==> src/rtl/ms_tmr_pkg.sv <==
// Shared types and default widths for the N-channel timer/PWM (ms_tmrn_cc) and its capture unit.
package ms_tmr_pkg;

  localparam int unsigned DEF_W    = 32;
  localparam int unsigned DEF_N_CH = 4;
  localparam int unsigned DEF_PS_W = 8;

  // Encoding 2'b11 is not listed and decodes as up-count.
  typedef enum logic [1:0] {
    TMR_UP     = 2'b00,
    TMR_DOWN   = 2'b01,
    TMR_UPDOWN = 2'b10
  } tmr_mode_e;

  typedef enum logic [1:0] {
    CP_NONE = 2'b00,
    CP_RISE = 2'b01,
    CP_FALL = 2'b10,
    CP_BOTH = 2'b11
  } cp_event_e;

  typedef enum logic [1:0] {
    RUN_IDLE   = 2'b00,
    RUN_ACTIVE = 2'b01,
    RUN_HALT   = 2'b10
  } run_state_e;

endpackage

==> src/rtl/ms_tmr_capture.sv <==
// Input capture: 2-flop synchroniser on ctr_in, edge select, saturating interval counter.
module ms_tmr_capture
  import ms_tmr_pkg::*;
#(
  parameter int unsigned W = DEF_W
) (
  input  logic         clk,
  input  logic         rst,
  input  logic         en,
  input  logic         ctr_in,
  input  logic         cp_en,
  input  logic [1:0]   cp_event,
  output logic [W-1:0] cp_count,
  output logic         cp_flag
);

  localparam logic [W-1:0] ONE = W'(1);

  logic         sync1, sync2, sync3;
  logic         cp_en_q;
  logic [W-1:0] cap_ctr;
  logic [W-1:0] cap_inc;
  logic         rise, fall, evt;

  assign rise    = sync2 & ~sync3;
  assign fall    = ~sync2 & sync3;
  assign cap_inc = (cap_ctr == '1) ? cap_ctr : cap_ctr + ONE;

  always_comb begin
    evt = 1'b0;
    case (cp_event)
      CP_RISE: evt = rise;
      CP_FALL: evt = fall;
      CP_BOTH: evt = rise | fall;
      default: evt = 1'b0;
    endcase
  end

  // The reported interval includes the event clock itself, so it equals the clk count between edges.
  always_ff @(posedge clk or posedge rst) begin
    if (rst) begin
      sync1    <= 1'b0;
      sync2    <= 1'b0;
      sync3    <= 1'b0;
      cp_en_q  <= 1'b0;
      cap_ctr  <= '0;
      cp_count <= '0;
      cp_flag  <= 1'b0;
    end else if (!en) begin
      sync1    <= 1'b0;
      sync2    <= 1'b0;
      sync3    <= 1'b0;
      cp_en_q  <= 1'b0;
      cap_ctr  <= '0;
      cp_count <= '0;
      cp_flag  <= 1'b0;
    end else begin
      sync1   <= ctr_in;
      sync2   <= sync1;
      sync3   <= sync2;
      cp_en_q <= cp_en;
      cp_flag <= 1'b0;
      if (!cp_en || !cp_en_q) begin
        cap_ctr <= '0;
      end else if (evt) begin
        cp_count <= cap_inc;
        cap_ctr  <= '0;
        cp_flag  <= 1'b1;
      end else begin
        cap_ctr <= cap_inc;
      end
    end
  end

endmodule

==> src/rtl/ms_tmrn_cc.sv <==
// N-channel timer/PWM with prescaler, up/down/up-down modes and input capture.
// Optional MS_TMRN_SHADOW_EN: period/cmp shadowed on start and on every timeout.
module ms_tmrn_cc
  import ms_tmr_pkg::*;
#(
  parameter int unsigned W    = DEF_W,
  parameter int unsigned N_CH = DEF_N_CH,
  parameter int unsigned PS_W = DEF_PS_W
) (
  input  logic              clk,
  input  logic              rst,
  input  logic              en,
  input  logic              tmr_en,
  input  logic [1:0]        mode,
  input  logic              one_shot,
  input  logic [PS_W-1:0]   prescale,
  input  logic [W-1:0]      period,
  input  logic [N_CH*W-1:0] cmp,
  input  logic [N_CH-1:0]   pwm_en,
  input  logic [N_CH-1:0]   pwm_pol,
  input  logic              ctr_in,
  input  logic              cp_en,
  input  logic [1:0]        cp_event,
  output logic [W-1:0]      tmr,
  output logic [W-1:0]      cp_count,
  output logic [N_CH-1:0]   pwm_out,
  output logic              to_flag,
  output logic [N_CH-1:0]   match_flag,
  output logic              cp_flag
);

  localparam logic [W-1:0]    ONE    = W'(1);
  localparam logic [PS_W-1:0] PS_ONE = PS_W'(1);

  run_state_e        state, state_nxt;
  logic              running;
  logic              tmr_en_q;
  logic              tmr_en_rise;
  logic [PS_W-1:0]   ps_cnt;
  logic              tick;
  logic              dir_dn;
  logic [W-1:0]      tmr_nxt;
  logic              dir_nxt;
  logic              timeout;
  logic [W-1:0]      per_use;
  logic [N_CH*W-1:0] cmp_use;
  logic [N_CH-1:0]   pwm_d;
  logic [N_CH-1:0]   match_d;

  assign tmr_en_rise = tmr_en & ~tmr_en_q;
  assign tick        = running && (ps_cnt == prescale);

`ifdef MS_TMRN_SHADOW_EN
  logic [W-1:0]      per_sh;
  logic [N_CH*W-1:0] cmp_sh;

  always_ff @(posedge clk or posedge rst) begin
    if (rst) begin
      per_sh <= '0;
      cmp_sh <= '0;
    end else if (!en) begin
      per_sh <= '0;
      cmp_sh <= '0;
    end else if (tmr_en_rise || (tick && timeout)) begin
      per_sh <= period;
      cmp_sh <= cmp;
    end
  end

  assign per_use = per_sh;
  assign cmp_use = cmp_sh;
`else
  assign per_use = period;
  assign cmp_use = cmp;
`endif

  always_ff @(posedge clk or posedge rst) begin
    if (rst) begin
      state <= RUN_IDLE;
    end else if (!en) begin
      state <= RUN_IDLE;
    end else begin
      state <= state_nxt;
    end
  end

  always_comb begin
    state_nxt = state;
    case (state)
      RUN_IDLE:   if (tmr_en_rise) state_nxt = RUN_ACTIVE;
      RUN_ACTIVE: begin
        if (!tmr_en) state_nxt = RUN_IDLE;
        else if (tick && timeout && one_shot) state_nxt = RUN_HALT;
      end
      RUN_HALT:   if (!tmr_en) state_nxt = RUN_IDLE;
      default:    state_nxt = RUN_IDLE;
    endcase
  end

  always_comb begin
    running = (state == RUN_ACTIVE);
  end

  // Down reload always takes the live period; in shadow builds it is the value being latched.
  always_comb begin
    tmr_nxt = tmr;
    dir_nxt = dir_dn;
    timeout = 1'b0;
    case (mode)
      TMR_DOWN: begin
        if (tmr == '0) begin
          tmr_nxt = period;
          timeout = 1'b1;
        end else begin
          tmr_nxt = tmr - ONE;
        end
      end
      TMR_UPDOWN: begin
        if (per_use == '0) begin
          tmr_nxt = '0;
          dir_nxt = 1'b0;
          timeout = 1'b1;
        end else if (!dir_dn) begin
          if (tmr == per_use) begin
            tmr_nxt = tmr - ONE;
            dir_nxt = 1'b1;
          end else begin
            tmr_nxt = tmr + ONE;
            dir_nxt = ((tmr + ONE) == per_use);
          end
        end else if (tmr <= ONE) begin
          tmr_nxt = '0;
          dir_nxt = 1'b0;
          timeout = 1'b1;
        end else begin
          tmr_nxt = tmr - ONE;
        end
      end
      default: begin
        if (tmr == per_use) begin
          tmr_nxt = '0;
          timeout = 1'b1;
        end else begin
          tmr_nxt = tmr + ONE;
        end
      end
    endcase
  end

  always_ff @(posedge clk or posedge rst) begin
    if (rst) begin
      tmr_en_q <= 1'b0;
      ps_cnt   <= '0;
      tmr      <= '0;
      dir_dn   <= 1'b0;
      to_flag  <= 1'b0;
    end else if (!en) begin
      tmr_en_q <= 1'b0;
      ps_cnt   <= '0;
      tmr      <= '0;
      dir_dn   <= 1'b0;
      to_flag  <= 1'b0;
    end else begin
      tmr_en_q <= tmr_en;
      to_flag  <= tick & timeout;
      if (tmr_en_rise) begin
        ps_cnt <= '0;
        tmr    <= (mode == TMR_DOWN) ? period : '0;
        dir_dn <= 1'b0;
      end else if (running) begin
        ps_cnt <= tick ? '0 : ps_cnt + PS_ONE;
        if (tick) begin
          tmr    <= tmr_nxt;
          dir_dn <= dir_nxt;
        end
      end
    end
  end

  for (genvar i = 0; i < N_CH; i++) begin : g_ch
    logic [W-1:0] cmp_i;
    assign cmp_i      = cmp_use[i*W +: W];
    assign pwm_d[i]   = pwm_en[i] ? ((tmr < cmp_i) ^ pwm_pol[i]) : pwm_pol[i];
    assign match_d[i] = tick & (tmr_nxt == cmp_i);
  end

  always_ff @(posedge clk or posedge rst) begin
    if (rst) begin
      pwm_out    <= '0;
      match_flag <= '0;
    end else if (!en) begin
      pwm_out    <= pwm_pol;
      match_flag <= '0;
    end else begin
      pwm_out    <= pwm_d;
      match_flag <= match_d;
    end
  end

  ms_tmr_capture #(
    .W(W)
  ) u_capture (
    .clk      (clk),
    .rst      (rst),
    .en       (en),
    .ctr_in   (ctr_in),
    .cp_en    (cp_en),
    .cp_event (cp_event),
    .cp_count (cp_count),
    .cp_flag  (cp_flag)
  );

endmodule

==> config.mk <==
export PLATFORM = sky130hd
export DESIGN_NAME = ms_tmrn_cc
export DESIGN_NICKNAME = d
export VERILOG_FILES = /design/src/rtl/ms_tmr_pkg.sv /design/src/rtl/ms_tmr_capture.sv /design/src/rtl/ms_tmrn_cc.sv
export SDC_FILE = /design/constraint.sdc
export NUM_CORES = 1
export LEC_CHECK = 0
export BUFFER_PORTS_ARGS = -buffer_cell sky130_fd_sc_hd__buf_2
export CORE_MARGIN = 2
export CORE_UTILIZATION = 25
export CTS_BUF_LIST = sky130_fd_sc_hd__clkbuf_16
export CTS_CLUSTER_DIAMETER = 30
export DETAILED_ROUTE_END_ITERATION = 8
export PLACE_DENSITY = 0.52
export SLEW_MARGIN = 0
export SYNTH_ARGS = -nofsm -noshare
export SYNTH_HDL_FRONTEND = slang
export SYNTH_SLANG_ARGS = --single-unit
==> constraint.sdc <==
create_clock -name clk -period 4.75 [get_ports clk]
set_input_delay 0.7125 -clock clk [delete_from_list [all_inputs] [get_ports clk]]
set_output_delay 0.7125 -clock clk [all_outputs]
set_load 0.05 [all_outputs]
==> summary.txt, run 1 <==
Outcome
  – Status: finished, final reports clean

Global routing
  – Gr ovfl total: 0
  – Initial antenna violation count: 18
  – Total track usage: 0.284
  – Largest net degree at the start of global routing: 101
  – Vias in the first global route: around 17000
  – First-pass GRT wire length: 122000 um

Synthesis
  – Most frequent cell after synthesis: nor2_1
  – Prevailing post-synth register cell: dfrtp_1
  – Post-synth EDFFs: 0
  – Flops & latches, synth: approximately 120
  – Post-synth top cells: 190 x nor2_1, 176 x xnor2_1, 141 x inv_1
  – Largest cells by area after synthesis: dfrtp_1 21%, ha_1 11%, xnor2_1 11%, nor2_1 4.9%, xor2_1 4.8%
  – Avg Cell Area, Syn: 7.68 sq um
  – Syn nets: between 2000 and 2500
  – Yosys synthesis warning count: 0
  – Seq/Total Area, Yosys: 0.208
  – Synth Instances: ~1900
  – Synth unique cells: 87
  – Syn Std Cell Area: 14700 sq um
  – Synth top area share: 0.208
  – Asr flop ratio synth: 1.00
  – Post-synth top area cell: dfrtp_1

Placed design
  – Placed cells: 3038
  – RePlAce Congestion: 1.05
  – Pre-CTS worst setup slack: between 0.08 and 0.09 ns
  – HPWL Detailed: 71900 um
  – Buffers on Ports: 260
  – Post-DP Area: 18100 sq um

Timing
  – Clk_skew: 0.0155 ns
  – Hold_ws: 0.403 ns
  – Crit share post-route: 0.964
  – Worst-margin pin slew: 1.25 ns
  – Max Clk Rate: 0.218 GHz
  – Fin worst setup slack: 0.173 ns
  – Final Max Tran Viols: 0
  – Final hold vios: 0
  – Final count of negative-setup-slack endpoints: 0
  – Setup TNS: 0 ns
  – RSZ-0062 raised after global routing: false
  – Max transition margin: 0.168
  – Final min period: 4.58 ns

Critical path
  – Critical Path RT: roughly 5.1 ns
  – Worst Path Arrival: approximately 5 ns
  – Max FO, Critical Path: 9
  – Critical path type: flop to flop
  – R2R Setup Slk: between 0.15 and 0.2 ns
  – Critical path launch point type: flop
  – CP endpoint kind: flop

CTS
  – Clk Latency, worst-skew pair: ~0.48 ns
  – Clk sinks: 122
  – Total CTS buffers: 17
  – Number of post-CTS setup repair buffers: 0
  – CTS Buffer Depth: 2
  – Root Buffer: clkbuf_16
  – CTS tree: yes
  – Reg clk slew, reported paths: 0.07 ns
  – CTS HTree Levels: 4

Die
  – Initial Utilization: 0.254
  – IO Pins: 261
  – Die area: 60600 sq um
  – Core ar.: slightly below 60000 sq um
  – Die X: roughly 250 um
  – Chip height: about 250 um
  – Row Count: 88

Route
  – Routed via count: 17000
  – Avg WL per Cell: 28.2 um
  – Met3 wire len: about 7200 um
  – Routed wl met2: 40000 um
  – Detailed Route WL: 87000 um
  – DRC: 0
  – Post-DRT Antenna Nets: 0
  – Met1 WL: 35100 um
  – Initial DRC Count: 1755
  – Vias per cell: 5.52
  – Pre-antenna DRT Iters: 8
  – Highest routed metal layer: met5

Layout
  – Nets@finish: around 2600
  – Fill cells: 6294
  – Final instance area: 18700 sq um
  – Share of layout cells above drive strength 1: 0.242
  – Area delta synth->final: 27.6%
  – Fin util: 0.324
  – Fin cells: around 3100

Power
  – Leakage: 8.75 nW
  – Pwr Density: approximately 210 nW/um^2
  – Total power: 3.97 mW
  – VDD IR max: a little under 0.3 mV

Worst hold path
  – Worst hold path type: input pin to async pin

Job
  – Max-Cap Viols: 0
-- path summary, 6_finish.rpt --
| path | end | from | cells past startpoint |
|---|---|---|---|
| setup / recovery | match_flag[1]$_DFF_PP0_ | tmr[16]$_DFFE_PP0P_ | 13 |
| min in group clk | pwm_out[0]$_DFF_PP0_ | pwm_pol[0] | 2 |
| hold / removal | u_capture.cap_ctr[23]$_DFF_PP0_ | rst | 2 |
| hold reg to reg | u_capture.sync2$_DFF_PP0_ | u_capture.sync1$_DFF_PP0_ | 1 |
| setup reg to reg | match_flag[1]$_DFF_PP0_ | tmr[16]$_DFFE_PP0P_ | 13 |
| max in group asynchronous | tmr[11]$_DFFE_PP0P_ | rst | 3 |
-- sequential cells by signal, summed over array words and instances (netlist names), 2 cells and up --
signal,count
match_flag,4
ps_cnt,8
pwm_out,4
state,2
tmr,32
u_capture.cap_ctr,32
u_capture.cp_count,32
-- report_power, final --
group	switching (mW)	total, mW	internal (mW)	leakage (nW)
Combinational	1.04	1.61	0.569	6.80
Clock	0.604	1.28	0.673	0.270
Sequential	0.0227	1.08	1.06	1.68
-- worst max-delay path, cell delays in order, from the launching register on --
cell and delay (ns):
dfrtp_1 0.55, buf_4 0.29, or4_1 0.65, or3_1 0.39, nor4_1 0.39, xnor2_1 0.19, o21ai_0 0.10, a221o_1 0.48
nand2b_1 0.16, buf_4 0.17, mux2i_1 0.14, nor4_2 0.49, nand4_1 0.15, nor4_1 0.29
-- routing by layer --
layer | up-vias | global-route usage
li1 | 7645 | -
met1 | 8343 | 0.349
met3 | 198 | 0.0648
met2 | 822 | 0.462
met5 | - | 0
met4 | 12 | 0.144
-- final cells by class --
class                      count  area, sq um  share of cell area
clock inverter                15          115             0.00615
tap                          765          957              0.0511
inverter                     143          542              0.0289
antenna                       13         32.5             0.00174
timing repair buffer         478         2950               0.158
clock buffer                  17          425              0.0227
sequential                   122         3050               0.163
multi-input combinational   1530        10600               0.569
-- timing repair --
item                                    CTS  global route
hold buffers                              0             0
resized for setup                         0             4
endpoints found under the setup margin    0             3
-- placed cells by master (no fill, tap or decap), types with 11 or more instances in the layout --
cell | Yosys | layout
o21ai_0 | 65 | 65
nand3_1 | 68 | 68
a211oi_1 | 45 | 45
diode_2 | 0 | 13
nand4_1 | 62 | 62
mux2i_1 | 20 | 20
xor2_1 | 81 | 81
nor3_1 | 43 | 40
and4_1 | 14 | 14
dfrtp_1 | 122 | 122
a31oi_1 | 11 | 11
nor2_1 | 190 | 189
xnor2_1 | 176 | 176
a221oi_1 | 12 | 12
ha_1 | 133 | 131
inv_1 | 141 | 139
o211ai_1 | 32 | 32
nor2b_1 | 21 | 19
a21oi_1 | 117 | 117
buf_2 | 15 | 260
buf_4 | 0 | 217
nor4_1 | 59 | 57
a21o_1 | 45 | 45
nand2b_1 | 15 | 15
nand2_1 | 120 | 120
or4_1 | 13 | 13
clkbuf_16 | 0 | 17
or3_1 | 19 | 19
and3_1 | 14 | 14
-- logic make-up (layout without fill, tap and decap cells) --
kind of cell,count (synthesis),count (layout),share of synthesized area
other,0,13,0
buffers and inverters,258,653,0.0694
adders and majority gates,133,133,0.113
AOI/OAI and AO/OA,433,433,0.198
xor gates and xnor gates,257,257,0.153
DFF,122,122,0.208
and+or+nand+nor,682,682,0.240
muxes,25,25,0.0177
(Power assumes the default switching activity.)
==> run 2: changes to the inputs <==
CTS_BUF_LIST = sky130_fd_sc_hd__clkbuf_4 sky130_fd_sc_hd__clkbuf_8 sky130_fd_sc_hd__clkbuf_16   (was sky130_fd_sc_hd__clkbuf_16)
==> run 2 against run 1 <==
  * Core utilization barely moved
  * Via count fell by 0.49%
  * Critical endpoint unchanged
  * Highest routed layer unchanged
  * Largest cell class unchanged
  * Critical path type unchanged
  * Routed wire length fell by 0.12%
  * Critical path depth did not move
  * Sequential cell count did not move
==> summary.txt, run 2 (synthesis gave the netlist of run 1 again) <==
Global routing
  – Largest net degree at the start of global routing: approximately 100
  – First-pass GRT wire length: roughly 120000 um
  – Gr ovfl total: 0
  – Initial antenna violation count: 18
  – Vias in the first global route: approximately 17000
  – Total track usage: 0.284

Critical path
  – Worst Path Arrival: 4.92 ns
  – Critical Path RT: slightly above 5 ns
  – Critical path launch point type: flop
  – Reg2reg end: match_flag[1]$_DFF_PP0_
  – R2R Setup Slk: 0.19 ns
  – Max FO, Critical Path: 9
  – Reg2Reg Launch Point: tmr[16]$_DFFE_PP0P_
  – Crit. Startpoint: tmr[16]$_DFFE_PP0P_
  – CP endpoint kind: flop
  – Critical path type: flop to flop
  – Worst-case reg-to-reg path depth: 13

Route
  – Highest routed metal layer: met5
  – Post-DRT Antenna Nets: 0
  – Vias per cell: 5.50
  – Avg WL per Cell: 28.2 um
  – Pre-antenna DRT Iters: 6
  – Detailed Route WL: 86900 um
  – Routed wl met2: between 30000 and 40000 um
  – Met1 WL: 35600 um
  – DRC: 0
  – Met3 wire len: 6650 um
  – Routed via count: 16900
  – Initial DRC Count: 1662

Die
  – Die X: about 250 um
  – Row Count: 88
  – IO Pins: between 200 and 300
  – Chip height: 246 um
  – Die area: 60600 sq um
  – Initial Utilization: 0.254
  – Core ar.: 57800 sq um

Power
  – Pwr Density: 213 nW/um^2
  – VDD IR max: 0.292 mV
  – Clk network pwr share: 0.325
  – Switching Share: 0.419
  – Reg power frac: 0.271
  – P_int: 2.32 mW
  – Total power: 3.98 mW
  – Leakage: 8.76 nW
  – Psw: 1.67 mW
  – Logic pwr share: 0.404

Timing
  – Clk_skew: 0.0143 ns
  – Crit share post-route: 0.961
  – Max Clk Rate: 0.219 GHz
  – Max transition margin: 0.171
  – Final hold vios: 0
  – Final Max Tran Viols: 0
  – Setup TNS: 0 ns
  – Final min period: 4.56 ns
  – Final count of negative-setup-slack endpoints: 0
  – RSZ-0062 raised after global routing: false
  – Worst-margin pin slew: 1.24 ns

Placed design
  – Buffers on Ports: 260
  – RePlAce Congestion: 1.05
  – HPWL Detailed: 71900 um

Job
  – Max-Cap Viols: 0

CTS
  – CTS tree: yes
  – CTS HTree Levels: 4
  – Clk Latency, worst-skew pair: 0.48 ns
  – # hold bufs at CTS: 0
  – CTS Buffer Depth: 2
  – Clk sinks: 122
  – Root Buffer: clkbuf_16
  – Total CTS buffers: 17
  – Number of post-CTS setup repair buffers: 0
  – Reg clk slew, reported paths: 0.07 ns

Layout
  – Most frequent cells in the layout: 260 x buf_2, 217 x buf_4, 189 x nor2_1, 176 x xnor2_1, 139 x inv_1
  – Share of layout cells above drive strength 1: 0.243
  – Biggest regs: tmr x32, u_capture.cap_ctr x32, u_capture.cp_count x32
  – Nets@finish: 2612
  – Fill cells: 6297
  – Area delta synth->final: 27.7%
  – Most common cell after layout, fill and taps aside: buf_2

Worst hold path
  – WHS Endpoint: pwm_out[0]$_DFF_PP0_
  – Worst hold path type: input pin to flop
  – Min-delay src: pwm_pol[0]
  – Hold path cells: 2

Outcome
  – Status: finished, final reports clean
==> run 2: changes by cell type in the layout (fill, tap and decap cells not counted) <==
cell      before  now
clkbuf_8       0    1
clkinv_1       3    2
diode_2       13   12
==> run 2: final cells by class <==
| cell class | count | area, sq um | share of cell area |
|---|---|---|---|
| well taps | 765 | 957 | 0.0511 |
| diodes | 12 | 30.0 | 0.00160 |
| inverters | 143 | 542 | 0.0289 |
| flip-flops and latches | 122 | 3050 | 0.163 |
| clock buffers | 18 | 439 | 0.0235 |
| repair buffers | 478 | 2950 | 0.158 |
| clock inverters | 14 | 111 | 0.00595 |
| multi-input cells | 1530 | 10600 | 0.568 |
==> run 2: worst max-delay path, cell delays in order, from the launching register on <==
cell and delay, ns:
dfrtp_1 0.54, buf_4 0.29, or4_1 0.64, or3_1 0.39
nor4_1 0.40, xnor2_1 0.19, o21ai_0 0.10, a221o_1 0.48
nand2b_1 0.16, buf_4 0.17, mux2i_1 0.14, nor4_2 0.50
nand4_1 0.15, nor4_1 0.28
==> run 2: stage by stage <==
| stage | instance area (sq um) | std cells | hold slack [ns] | utilization | setup WS [ns] |
|---|---|---|---|---|---|
| floorplan | 14700 | 1910 | 0.434 | - | 0.498 |
| global placement | 18100 | 3038 | 0.449 | 0.314 | 0.0327 |
| CTS | 18700 | 3070 | 0.372 | 0.323 | 0.177 |
| detailed placement | 18100 | 3038 | 0.455 | 0.314 | 0.0881 |
| global route | 18700 | 3072 | 0.414 | 0.323 | 0.0676 |
| finish | 18700 | 3082 | 0.404 | 0.324 | 0.187 |
==> run 2: what timing repair did <==
action                     in CTS  in global routing
setup endpoints to repair       0                  3
gates resized for setup         0                  4
hold endpoints to repair        0                  0
==> run 2: worst max-delay path by stage <==
stage	end	cells past startpoint
after floorplan	match_flag[3]$_DFF_PP0_	15
after global placement	match_flag[1]$_DFF_PP0_	14
after detailed placement	match_flag[1]$_DFF_PP0_	14
after CTS	match_flag[1]$_DFF_PP0_	13
after global routing	match_flag[0]$_DFF_PP0_	15
final	match_flag[1]$_DFF_PP0_	13
==> run 2: per-layer routing <==
layer | track usage | vias up
li1 | - | 7649
met1 | 0.349 | 8298
met2 | 0.462 | 773
met3 | 0.0648 | 205
met4 | 0.144 | 12
met5 | 0 | -
==> run 2: power groups by stage <==
stage / registers [mW] / logic (mW) / clock network, mW
finish: 1.08 / 1.61 / 1.29
global route: 1.08 / 1.69 / 1.36
detailed placement: 1.10 / 1.57 / 0
floorplan: 1.15 / 0.750 / 0
global placement: 1.10 / 1.57 / 0
CTS: 1.08 / 1.58 / 1.32
